**src/rtl/demux_dispatch_x4.sv**
```systemverilog
// Valid/ready word buffer feeding a 1-to-4 demux: a small FIFO, then one output
// stage that holds {tag, data} until the addressed lane accepts it.
module demux_dispatch_x4 #(
  parameter int BUS_WIDTH  = 8,
  parameter int FIFO_DEPTH = 4
) (
  input  logic                          clk,
  input  logic                          rst_n,
  input  logic                          flush,
  input  logic                          rr_mode,
  input  logic [BUS_WIDTH-1:0]          in_data,
  input  logic [1:0]                    in_dest,
  input  logic                          in_valid,
  output logic                          in_ready,
  output logic [BUS_WIDTH-1:0]          y,
  output logic [1:0]                    sel,
  output logic [3:0]                    lane_valid,
  input  logic [3:0]                    lane_ready,
  output logic [$clog2(FIFO_DEPTH):0]   level
);

  localparam int AW = $clog2(FIFO_DEPTH);
  localparam int EW = BUS_WIDTH + 2;

  typedef logic [AW:0] ptr_t;

  logic [EW-1:0]        mem_q [FIFO_DEPTH];
  ptr_t                 wr_ptr_q, wr_ptr_d;
  ptr_t                 rd_ptr_q, rd_ptr_d;
  logic [1:0]           rr_cnt_q, rr_cnt_d;
  logic                 out_occ_q, out_occ_d;
  logic [1:0]           out_sel_q, out_sel_d;
  logic [BUS_WIDTH-1:0] out_data_q, out_data_d;

  logic                 full, empty, accept, xfer, load;
  logic [1:0]           in_tag;
  logic [EW-1:0]        head;

  // The extra pointer bit tells a full FIFO apart from an empty one.
  assign empty    = (wr_ptr_q == rd_ptr_q);
  assign full     = (wr_ptr_q[AW] != rd_ptr_q[AW]) &&
                    (wr_ptr_q[AW-1:0] == rd_ptr_q[AW-1:0]);
  assign in_ready = rst_n & ~full;
  assign accept   = in_valid & in_ready & ~flush;
  assign in_tag   = rr_mode ? rr_cnt_q : in_dest;
  assign head     = mem_q[rd_ptr_q[AW-1:0]];
  assign xfer     = out_occ_q & lane_ready[out_sel_q];
  assign load     = ~empty & (~out_occ_q | xfer);

  // NOTE: every _d gets its current value first so no path leaves it unassigned (no latch).
  always_comb begin
    wr_ptr_d   = wr_ptr_q;
    rd_ptr_d   = rd_ptr_q;
    rr_cnt_d   = rr_cnt_q;
    out_occ_d  = out_occ_q;
    out_sel_d  = out_sel_q;
    out_data_d = out_data_q;
    if (flush) begin
      wr_ptr_d   = '0;
      rd_ptr_d   = '0;
      rr_cnt_d   = '0;
      out_occ_d  = 1'b0;
      out_sel_d  = '0;
      out_data_d = '0;
    end else begin
      if (accept) begin
        wr_ptr_d = wr_ptr_q + ptr_t'(1);
        if (rr_mode) rr_cnt_d = rr_cnt_q + 2'd1;
      end
      if (load) begin
        rd_ptr_d   = rd_ptr_q + ptr_t'(1);
        out_occ_d  = 1'b1;
        out_sel_d  = head[EW-1 -: 2];
        out_data_d = head[BUS_WIDTH-1:0];
      end else if (xfer) begin
        out_occ_d = 1'b0;
      end
    end
  end

  // NOTE: state uses non-blocking assignments so all flops update together on the edge.
  always_ff @(posedge clk or negedge rst_n) begin
    if (!rst_n) begin
      wr_ptr_q   <= '0;
      rd_ptr_q   <= '0;
      rr_cnt_q   <= '0;
      out_occ_q  <= 1'b0;
      out_sel_q  <= '0;
      out_data_q <= '0;
    end else begin
      wr_ptr_q   <= wr_ptr_d;
      rd_ptr_q   <= rd_ptr_d;
      rr_cnt_q   <= rr_cnt_d;
      out_occ_q  <= out_occ_d;
      out_sel_q  <= out_sel_d;
      out_data_q <= out_data_d;
    end
  end

  // NOTE: storage is not reset; the pointers alone define which entries are live.
  always_ff @(posedge clk) begin
    if (accept) mem_q[wr_ptr_q[AW-1:0]] <= {in_tag, in_data};
  end

  assign level      = wr_ptr_q - rd_ptr_q;
  assign sel        = out_sel_q;
  assign y          = out_occ_q ? out_data_q : '0;
  assign lane_valid = out_occ_q ? (4'b0001 << out_sel_q) : 4'b0000;

endmodule

```
**config.mk**
```make
export PLATFORM = sky130hd
export DESIGN_NAME = demux_dispatch_x4
export DESIGN_NICKNAME = d
export VERILOG_FILES = /design/src/rtl/demux_dispatch_x4.sv
export SDC_FILE = /design/constraint.sdc
export NUM_CORES = 1
export LEC_CHECK = 0
export CAP_MARGIN = 20
export CELL_PAD_IN_SITES_DETAIL_PLACEMENT = 1
export CELL_PAD_IN_SITES_GLOBAL_PLACEMENT = 1
export CORE_MARGIN = 4
export CORE_UTILIZATION = 40
export DETAILED_ROUTE_END_ITERATION = 8
export HOLD_SLACK_MARGIN = 0.06
export PLACE_DENSITY = 0.74
export SLEW_MARGIN = 20
export SYNTH_ARGS = -nofsm -noshare
export SYNTH_HDL_FRONTEND = slang
export SYNTH_SLANG_ARGS = --single-unit
```
**constraint.sdc**
```tcl
create_clock -name clk -period 2.9 [get_ports clk]
set_input_delay 0.29 -clock clk [delete_from_list [all_inputs] [get_ports clk]]
set_output_delay 0.29 -clock clk [all_outputs]
set_load 0.05 [all_outputs]
```
==> metrics.txt <==
final worst path period need 2330 ps; largest net degree at the start of global routing 24; Routed Antenna Nets 0; Vias per Instance 5.17; CP required 2610 ps; YS warnings 0; Die Wd 88.8 um; row count 29; Layout fillers 626; post-CTS sizing 0; die height 88.8 um; Synthesized Nets 207; async set-or-reset flop fraction in the synthesized netlist 32.2%; Worst Clk Skew 8.24 ps; Initial Util 41.1%; Reg area 1680 sq um; critical path peak fanout 4; Num CTS Buffers 9; run status finished, final reports clean; pwr/cell area 828 nW/um^2; area share of the largest cell type after synthesis 46.0%; Worst-Margin Slew 583 ps; Synth area leader edfxtp_1; Overflow after GRT 0; Fin. Hold Viols 0; mux cell area share after synthesis 10.7%; area grow syn2layout 24.7%; vias in the first global route 1659; GRT Overall Usage 14.9%; Slew Viols, Final 0; Crit. End Element output pin; cell total after placement 289; CP peak stage delay 820 ps; Worst setup SP type register; Nets 250; clk slew on worst S/H paths 60 ps; PnR worst setup slack 569 ps; Pre-antenna DRT Iters 4; reg-to-reg slack, setup 650 ps; Non-Filler Instances 305; Die ar. 7880 sq um; worst hold path class primary input to asynchronous set/reset pin; WHS 398 ps; Synth Area in Compound Gates 7.53%; commonest cells in the netlist 40 x edfxtp_1, 19 x dfrtp_1, 15 x a21oi_1; I/O pin cnt 37; Setup-failing EPs final 0; core area 6350 sq um; Fmax 429 MHz; Synth cell types 32; Max VDD drop 0.412 mV; #FFs+latches synth 59; register area share after synthesis 64.2%; clock tree sinks 59; pre-CTS setup slack 657 ps; multi-input combinational cell area 871 sq um; Synth Instances 180; WL/cell 17.1 um; DR vias 1576; main combinational cell family by area after synthesis multiplexers; first-pass GRT wire length 8430 um; initial antenna violation count 0; Worst path top cell family by delay buffers and inverters; relative slew slack 61.2%; CP arrival 2040 ps; fraction of layout cells with a size suffix above 1 16.2%; Initial DRC Count 43; Post-CTS Hold Buffers 0; max cap viols 0; # diodes 0; xor/xnor share of the synthesized area 2.64%; most common cell in the netlist edfxtp_1; most frequent CP cell inv_1; Root Driver clkbuf_8; setup TNS 0 ps; dominant synthesized flop cell edfxtp_1; Buf/Inv on CP 3; crit path max-delay cell type clkdlybuf4s50_1; Leak 0.00119 uW; GP Congestion 0.754; Max Buffers Root-to-Sink 2; worst-path cell chain inv_1, ha_1, inv_1, clkdlybuf4s50_1; port bufs 36; adder-cell share of the synthesized area 4.12%; CTS tree yes; EDFF count, synth 40; type of the worst setup path register to output pin; RSZ-0062 raised after global routing false; worst-skew pair later-pin latency 330 ps; Post-Synth Simple-Gate Area 8.34%; post-route DRC violation count 0; Post-Syn Area 2610 sq um; Synth Area per Inst 14.5 sq um; Total Wirelength 5220 um; period utilization 80.4%; total setup buffers inserted after CTS 0; H-tree Lvls 3; Detailed Place HPWL 3800 um; Synth area leaders edfxtp_1 46%, dfrtp_1 18%, mux4_2 8.6%
[sequential cells by signal, summed over array words and instances, names as in the netlist]
signal	cells
out_data_q	8
out_occ_q	1
rd_ptr_q	3
wr_ptr_q	3
sel	2
mem_q	40
rr_cnt_q	2
[report_power, final]
group | internal [uW] | switching [uW]
sequential | 981 | 56.2
clock | 418 | 293
combinational | 354 | 593
total | 1750 | 942
[cells in the final DEF (no fill, tap or decap), types with 2 or more instances in the layout]
| cell | count |
|---|---|
| a21oi_1 | 15 |
| and2_1 | 13 |
| buf_4 | 6 |
| clkbuf_1 | 3 |
| clkbuf_8 | 10 |
| clkdlybuf4s50_1 | 33 |
| clkinv_2 | 2 |
| dfrtp_1 | 19 |
| edfxtp_1 | 40 |
| ha_1 | 7 |
| inv_1 | 7 |
| mux2_2 | 4 |
| mux4_2 | 10 |
| nand2_1 | 3 |
| nand3_1 | 11 |
| nor2_1 | 10 |
| o2111ai_1 | 2 |
| o21ai_0 | 11 |
| xnor2_1 | 4 |
| xor2_1 | 2 |
[path summary, 6_finish.rpt]
kind,start,end,depth (start not counted)
setup / recovery,wr_ptr_q[0],level[0],4
setup reg to reg,wr_ptr_q[0],mem_q[2][6],6
min in group clk,out_data_q[5],out_data_q[5],2
hold reg to reg,out_data_q[5],out_data_q[5],2
max in group asynchronous,rst_n,wr_ptr_q[1],2
hold / removal,rst_n,rr_cnt_q[0],2
[cell families after synthesis]
logic type,after synthesis
simple gates,42
flops,59
fa+ha+maj,8
xor+xnor,7
buf+inv,15
compound gates,34
mux,15
[final cells by class]
type,instances,share of cell area (%)
Clock buffer,13,4.58
Clock inverter,3,1.23
Inverter,7,0.807
Multi-Input combinational cell,106,26.8
Sequential cell,59,51.5
Tap cell,77,2.96
Timing Repair Buffer,40,12.1
[metrics by stage]
stage / cell area [sq um] / util, % / total power (uW)
finish: 3250 / 51.3 / 2690
global route: 3250 / 51.3 / 2870
CTS: 3250 / 51.3 / 2750
detailed placement: 3070 / 48.3 / 2020
global placement: 3070 / 48.3 / 1990
floorplan: 2610 / - / 1730
[per-layer routing]
metal / track usage [%] / wire length, um
met2: 23.4 / 2570
met3: 3.17 / 202
met1: 19.1 / 2330
met4: 8.65 / 125
met5: 0 / 0
No activity file was read; power rests on OpenSTA's default activity.
